==> src/rtl/sprite_arbiter_if.sv <==
// Bundle of scan, sprite and composited-pixel signals between the sprite
// colour generators / VGA driver side (master) and the arbiter (slave).
interface sprite_arbiter_if;
    logic [9:0]  x;
    logic [8:0]  y;
    logic        frame_tick;
    logic [1:0]  game_state;
    logic [9:0]  mario_x;
    logic [8:0]  mario_y;
    logic [9:0]  kong_x;
    logic [8:0]  kong_y;
    logic [9:0]  queue_x;
    logic [8:0]  queue_y;
    logic [11:0] mario_rgb;
    logic [11:0] kong_rgb;
    logic [11:0] queue_rgb;
    logic [11:0] bg_rgb;
    logic        kong_front;
    logic [11:0] vga_data;
    logic        hit_kong;
    logic        hit_queue;
    logic [7:0]  frame_cnt;

    modport master (
        output x, y, frame_tick, game_state,
        output mario_x, mario_y, kong_x, kong_y, queue_x, queue_y,
        output mario_rgb, kong_rgb, queue_rgb, bg_rgb, kong_front,
        input  vga_data, hit_kong, hit_queue, frame_cnt
    );

    modport slave (
        input  x, y, frame_tick, game_state,
        input  mario_x, mario_y, kong_x, kong_y, queue_x, queue_y,
        input  mario_rgb, kong_rgb, queue_rgb, bg_rgb, kong_front,
        output vga_data, hit_kong, hit_queue, frame_cnt
    );
endinterface

==> src/rtl/sprite_arbiter.sv <==
// Two-stage pixel compositor: stage 0 computes sprite box hits from the scan
// position, stage 1 keys out transparent pixels, applies game-state overrides
// and layer priority, and accumulates per-frame Mario collision flags.
module sprite_arbiter #(
    parameter int          H_ACT     = 640,
    parameter int          V_ACT     = 480,
    parameter logic [11:0] KEY_COLOR = 12'hF0F,
    parameter int          M_W = 60,  M_H = 80,  M_OX = 30, M_OY = 40,
    parameter int          K_W = 120, K_H = 160, K_OX = 60, K_OY = 80,
    parameter int          Q_W = 60,  Q_H = 100, Q_OX = 30, Q_OY = 50
) (
    input logic              clk,
    input logic              rst,
    sprite_arbiter_if.slave  bus
);
    localparam logic [1:0] ST_INITIAL = 2'b00;
    localparam logic [1:0] ST_RUNNING = 2'b01;
    localparam logic [1:0] ST_OVER    = 2'b10;
    localparam logic [1:0] ST_SUCCESS = 2'b11;

    // Box-relative coordinates; the unsigned wrap pushes pixels left of or
    // above a box far out of range, which clips boxes at the screen edges.
    logic [9:0] m_rx, k_rx, q_rx;
    logic [8:0] m_ry, k_ry, q_ry;

    assign m_rx = bus.x + 10'(M_OX) - bus.mario_x;
    assign m_ry = bus.y + 9'(M_OY)  - bus.mario_y;
    assign k_rx = bus.x + 10'(K_OX) - bus.kong_x;
    assign k_ry = bus.y + 9'(K_OY)  - bus.kong_y;
    assign q_rx = bus.x + 10'(Q_OX) - bus.queue_x;
    assign q_ry = bus.y + 9'(Q_OY)  - bus.queue_y;

    logic       m_hit, k_hit, q_hit;
    logic       active_d;
    logic [1:0] state_d;

    // Stage 0: register box hits, active-area flag and game state.
    // NOTE: sequential state uses non-blocking assignments so every register
    // samples pre-edge values, independent of statement order.
    always_ff @(posedge clk or negedge rst) begin
        if (!rst) begin
            m_hit    <= 1'b0;
            k_hit    <= 1'b0;
            q_hit    <= 1'b0;
            active_d <= 1'b0;
            state_d  <= ST_INITIAL;
        end else begin
            m_hit    <= (m_rx < 10'(M_W)) && (m_ry < 9'(M_H));
            k_hit    <= (k_rx < 10'(K_W)) && (k_ry < 9'(K_H));
            q_hit    <= (q_rx < 10'(Q_W)) && (q_ry < 9'(Q_H));
            active_d <= (bus.x < 10'(H_ACT)) && (bus.y < 9'(V_ACT));
            state_d  <= bus.game_state;
        end
    end

    logic m_op, k_op, q_op;

    assign m_op = m_hit && (bus.mario_rgb != KEY_COLOR);
    assign k_op = k_hit && (bus.kong_rgb  != KEY_COLOR);
    assign q_op = q_hit && (bus.queue_rgb != KEY_COLOR);

    logic        prio;
    logic [11:0] pix_next;

    // Stage 1 colour select: blanking, state overrides, then layer order.
    // NOTE: pix_next gets a default before any branch so no path leaves it
    // unassigned, which would otherwise infer a latch.
    always_comb begin
        pix_next = bus.bg_rgb;
        if (!active_d) begin
            pix_next = 12'h000;
        end else begin
            case (state_d)
                ST_INITIAL: pix_next = 12'hF00;
                ST_SUCCESS: pix_next = 12'h00F;
                ST_OVER:    pix_next = bus.bg_rgb;
                default: begin
                    if (prio && k_op)        pix_next = bus.kong_rgb;
                    else if (m_op)           pix_next = bus.mario_rgb;
                    else if (k_op)           pix_next = bus.kong_rgb;
                    else if (q_op)           pix_next = bus.queue_rgb;
                    else                     pix_next = bus.bg_rgb;
                end
            endcase
        end
    end

    // Stage 1 output register.
    always_ff @(posedge clk or negedge rst) begin
        if (!rst) bus.vga_data <= 12'h000;
        else      bus.vga_data <= pix_next;
    end

    // Priority shadow: only changes at frame boundaries.
    always_ff @(posedge clk or negedge rst) begin
        if (!rst)                prio <= 1'b0;
        else if (bus.frame_tick) prio <= bus.kong_front;
    end

    logic acc_k, acc_q;

    // Collision accumulators and per-frame publication; a collision seen on
    // the tick cycle itself is dropped since that cycle is blanking.
    always_ff @(posedge clk or negedge rst) begin
        if (!rst) begin
            acc_k         <= 1'b0;
            acc_q         <= 1'b0;
            bus.hit_kong  <= 1'b0;
            bus.hit_queue <= 1'b0;
            bus.frame_cnt <= 8'd0;
        end else if (bus.frame_tick) begin
            bus.hit_kong  <= acc_k;
            bus.hit_queue <= acc_q;
            acc_k         <= 1'b0;
            acc_q         <= 1'b0;
            bus.frame_cnt <= bus.frame_cnt + 8'd1;
        end else if (state_d != ST_RUNNING) begin
            acc_k <= 1'b0;
            acc_q <= 1'b0;
        end else if (active_d && m_op) begin
            if (k_op) acc_k <= 1'b1;
            if (q_op) acc_q <= 1'b1;
        end
    end
endmodule

==> src/flat_wrapper.sv <==
// flat-port wrapper written by rule: the top's interface ports become plain ports
module sprite_arbiter_flat 
#(
    parameter int          H_ACT     = 640,
    parameter int          V_ACT     = 480,
    parameter logic [11:0] KEY_COLOR = 12'hF0F,
    parameter int          M_W = 60,  M_H = 80,  M_OX = 30, M_OY = 40,
    parameter int          K_W = 120, K_H = 160, K_OX = 60, K_OY = 80,
    parameter int          Q_W = 60,  Q_H = 100, Q_OX = 30, Q_OY = 50
)
  (clk, rst, bus_x, bus_y, bus_frame_tick, bus_game_state, bus_mario_x, bus_mario_y, bus_kong_x, bus_kong_y, bus_queue_x, bus_queue_y, bus_mario_rgb, bus_kong_rgb, bus_queue_rgb, bus_bg_rgb, bus_kong_front, bus_vga_data, bus_hit_kong, bus_hit_queue, bus_frame_cnt);
  sprite_arbiter_if bus_i ();
  input logic clk;
  input logic rst;
  input wire logic [$bits(bus_i.x)-1:0] bus_x;
  input wire logic [$bits(bus_i.y)-1:0] bus_y;
  input wire logic [$bits(bus_i.frame_tick)-1:0] bus_frame_tick;
  input wire logic [$bits(bus_i.game_state)-1:0] bus_game_state;
  input wire logic [$bits(bus_i.mario_x)-1:0] bus_mario_x;
  input wire logic [$bits(bus_i.mario_y)-1:0] bus_mario_y;
  input wire logic [$bits(bus_i.kong_x)-1:0] bus_kong_x;
  input wire logic [$bits(bus_i.kong_y)-1:0] bus_kong_y;
  input wire logic [$bits(bus_i.queue_x)-1:0] bus_queue_x;
  input wire logic [$bits(bus_i.queue_y)-1:0] bus_queue_y;
  input wire logic [$bits(bus_i.mario_rgb)-1:0] bus_mario_rgb;
  input wire logic [$bits(bus_i.kong_rgb)-1:0] bus_kong_rgb;
  input wire logic [$bits(bus_i.queue_rgb)-1:0] bus_queue_rgb;
  input wire logic [$bits(bus_i.bg_rgb)-1:0] bus_bg_rgb;
  input wire logic [$bits(bus_i.kong_front)-1:0] bus_kong_front;
  output wire logic [$bits(bus_i.vga_data)-1:0] bus_vga_data;
  output wire logic [$bits(bus_i.hit_kong)-1:0] bus_hit_kong;
  output wire logic [$bits(bus_i.hit_queue)-1:0] bus_hit_queue;
  output wire logic [$bits(bus_i.frame_cnt)-1:0] bus_frame_cnt;
  assign bus_i.x = bus_x;
  assign bus_i.y = bus_y;
  assign bus_i.frame_tick = bus_frame_tick;
  assign bus_i.game_state = bus_game_state;
  assign bus_i.mario_x = bus_mario_x;
  assign bus_i.mario_y = bus_mario_y;
  assign bus_i.kong_x = bus_kong_x;
  assign bus_i.kong_y = bus_kong_y;
  assign bus_i.queue_x = bus_queue_x;
  assign bus_i.queue_y = bus_queue_y;
  assign bus_i.mario_rgb = bus_mario_rgb;
  assign bus_i.kong_rgb = bus_kong_rgb;
  assign bus_i.queue_rgb = bus_queue_rgb;
  assign bus_i.bg_rgb = bus_bg_rgb;
  assign bus_i.kong_front = bus_kong_front;
  assign bus_vga_data = bus_i.vga_data;
  assign bus_hit_kong = bus_i.hit_kong;
  assign bus_hit_queue = bus_i.hit_queue;
  assign bus_frame_cnt = bus_i.frame_cnt;
  sprite_arbiter #(.H_ACT(H_ACT), .V_ACT(V_ACT), .KEY_COLOR(KEY_COLOR), .M_W(M_W), .M_H(M_H), .M_OX(M_OX), .M_OY(M_OY), .K_W(K_W), .K_H(K_H), .K_OX(K_OX), .K_OY(K_OY), .Q_W(Q_W), .Q_H(Q_H), .Q_OX(Q_OX), .Q_OY(Q_OY)) u_core (.clk(clk), .rst(rst), .bus(bus_i));
endmodule
==> config.mk <==
export PLATFORM = sky130hd
export DESIGN_NAME = sprite_arbiter_flat
export DESIGN_NICKNAME = d
export VERILOG_FILES = /design/src/rtl/sprite_arbiter_if.sv /design/src/rtl/sprite_arbiter.sv /design/src/flat_wrapper.sv
export SDC_FILE = /design/constraint.sdc
export NUM_CORES = 1
export LEC_CHECK = 0
export CORE_MARGIN = 4
export CORE_UTILIZATION = 40
export CTS_BUF_LIST = sky130_fd_sc_hd__clkbuf_16
export DETAILED_ROUTE_END_ITERATION = 12
export HOLD_SLACK_MARGIN = 0.03
export PLACE_DENSITY = 0.84
export SYNTH_ARGS = -nofsm -noshare
export SYNTH_HDL_FRONTEND = slang
export SYNTH_SLANG_ARGS = --single-unit
==> constraint.sdc <==
create_clock -name clk -period 2.1 [get_ports clk]
set_input_delay 0.315 -clock clk [delete_from_list [all_inputs] [get_ports clk]]
set_output_delay 0.315 -clock clk [all_outputs]
set_load 0.05 [all_outputs]
==> metrics.cfg <==
[sta]
fin_hold_ws_ps = 456.8
fin_crit_sh = 1.220
tightest_slew_ps = 580.2
layout_min_cycle_time_ps = 2562
slew_violations = 0
fin_skew_ps = 6.263
rsz0062_at_grt = yes
setup_viol = 2
fmax_mhz = 390.3
max-slew-margin-rel = 0.6096
finalHoldViolCount = 0
layout_setup_ws_ps = -462.2

[clocking]
numCtsBuffers = 5
cts_tree = built
cts_max_level = 2
clk_pin_slew_ps = 50
cts_buffer_depth = 2
hold_buffers = 0
cts-root-buf = clkbuf_16
clock_sinks = 31
clk_latency_ps = 270

[power]
power.leakage_uw = 0.003653
cellPowerDensity_mw_per_mm2 = 550.3
power_uw = 4255
ir_drop_v = 0.0005493

[critical_path]
cp_max_fo = 2
cp-end-kind = flip-flop
cp.required_ps = 2250
arrival_ps = 2710
start_kind = input port
setup.worst_path.class = in2reg

[place]
dp.final_hpwl_um = 12110
dp_slack_ps = -1029
gp_congestion = 0.9700
port_buffers = 151

[drt]
wl_per_cell_um = 19.67
ant_nets = 0
drc_errors = 0
vias_per_cell = 5.752
firstDrtPassIters = 5
route.vias.total = 5344
drtIter0Drc = 316
routed_wirelength_um = 18270

[die]
die_area_sq_mm = 0.01221
core_sq_mm = 0.01028
num_rows = 37
io_pins = 152
die_width_um = 110.5
initial_utilization = 0.4088
chipHeight_um = 110.5

[layout]
final_common_cell = buf_4
fin_nets = 995
largest_reg_flops = 12
antenna_cells = 0
drive_gt1_frac = 0.3468
top_regs = u_core.bus.vga_data (12), u_core.bus.frame_cnt (8), u_core.state_d (2)
syn2layout_area_growth_pct = 84.04
top_register = u_core.bus.vga_data
final_cell_mix = 119 x buf_4, 109 x clkdlybuf4s50_1, 63 x inv_1, 39 x ha_1, 35 x nand2_1

[synth]
synth_top_area_cell = ha_1
yosysWarnings = 0
synth_edf_count = 0
synthTopCellsByArea = ha_1 21%, dfrtp_1 18%, inv_1 7.1%
synthArstFlopShare = 1.000
synthCells = 515
synth_cell_types = 59
mappedNetlistArea_sq_mm = 0.004202
synth-seq-area-share = 0.1846
synth_flop_cell = dfrtp_1
syn_area_per_cell_sq_um = 8.158
synth_nets = 718
synth-seq-cells = 31
synth_top_area_frac = 0.2144

[hold_path]
hold_path_class = in2async

[global_routing]
first_global_vias = 5545
overflow = 0
track_usage = 0.2617
grt_max_degree = 32
antenna_found_initial = 0
grt_pass1_wl_um = 26920

[job]
maxCapViolations = 0

[run_status]
status = finished with violations
violations = setup timing

[layer usage]
| layer | routed length (um) | vias to the layer above | global-route usage |
|---|---|---|---|
| li1 | - | 2399 | - |
| met1 | 7034 | 2503 | 0.3077 |
| met2 | 8865 | 363 | 0.4701 |
| met3 | 1507 | 79 | 0.05370 |
| met4 | 865 | 0 | 0.08949 |
| met5 | 0 | - | 0 |
[critical path, stage by stage]
cell and delay, ps:
clkdlybuf4s50_1 440, ha_1 330, inv_1 60, ha_1 220, a211o_1 310, nand2_1 90, o211ai_1 110, nor4_2 310
o21ai_1 160, nor4b_2 370
[stage by stage]
step / cells / TNS, ps / utilization / instance area, sq um
floorplan: 515 / -376.4 / - / 4245
global placement: 906 / -6031 / 0.6539 / 6720
detailed placement: 906 / -6567 / 0.6539 / 6720
CTS: 922 / -248.3 / 0.7240 / 7441
global route: 929 / -928.2 / 0.7524 / 7732
finish: 929 / -698.0 / 0.7524 / 7732
[what timing repair did]
| item | CTS | global route |
|---|---|---|
| endpoints found under the setup margin | 11 | 15 |
| resized for setup | 145 | 84 |
| hold endpoints to repair | 0 | 0 |
| pin swaps | 63 | 50 |
| setup buffers | 9 | 6 |
| cloned | 0 | 1 |
[final timing paths]
path | slack, ps | cells after the start | endpoint | startpoint
worst min register to register | 470 | 1 | u_core.bus.frame_cnt[7]$_DFFE_PN0P_ | u_core.bus.frame_cnt[7]$_DFFE_PN0P_
min in group clk | 470 | 1 | u_core.bus.frame_cnt[7]$_DFFE_PN0P_ | u_core.bus.frame_cnt[7]$_DFFE_PN0P_
worst min-delay path | 460 | 2 | u_core.bus.hit_queue$_DFFE_PN0P_ | rst
worst max register to register | 470 | 6 | u_core.bus.vga_data[4]$_DFF_PN0_ | u_core.state_d[0]$_DFF_PN0_
worst max-delay path | -460 | 10 | u_core.q_hit$_DFF_PN0_ | bus_queue_y[5]
max in group asynchronous | 1350 | 2 | u_core.bus.vga_data[7]$_DFF_PN0_ | rst
[where the power goes]
| part | internal [uW] | switching [uW] |
|---|---|---|
| sequential | 695 | 102 |
| clock | 552 | 247 |
| combinational | 1300 | 1360 |
| total | 2540 | 1710 |
[cells in the mapped netlist, types with 3 or more instances]
master and count:
a21o_1 9, nor2b_1 7, a221oi_1 8, and2_1 3, clkbuf_1 5, inv_1 80
o211ai_1 8, mux2_2 5, nand2b_1 9, o21a_1 3, or2_2 6, nand4b_1 6
xnor2_1 28, o21ai_0 18, a41oi_1 4, dfrtp_1 31, mux2i_1 8, o221ai_1 3
xor2_1 16, o21ai_1 5, nor2_1 27, a221o_1 3, a31o_2 3, nor3_1 8
a21oi_1 29, a211oi_1 4, a31oi_1 10, nand2_1 38, nor4_1 3, nand4_1 7
ha_1 72, and3_1 7, nand3_1 7
[final cells by class]
cell class,count,area [sq um]
inverter,80,309.0
timing repair buffer,276,2462
tap,136,170.2
fill,678,2545
clock buffer,5,125.1
clock inverter,3,38.79
multi-input combinational,398,3851
sequential,31,775.7
[cell families (layout without fill, tap and decap cells)]
logic type	Yosys count	in the layout	synth area share
AO/OA/AOI/OAI	128	128	0.2150
XOR/XNOR	44	44	0.09172
adder cells (fa/ha/maj)	73	73	0.2192
buffers and inverters	86	364	0.07921
flip-flops	31	31	0.1846
multiplexers	13	13	0.03246
AND/OR/NAND/NOR	140	140	0.1778
Note: power is estimated with default switching activity, not from simulation.
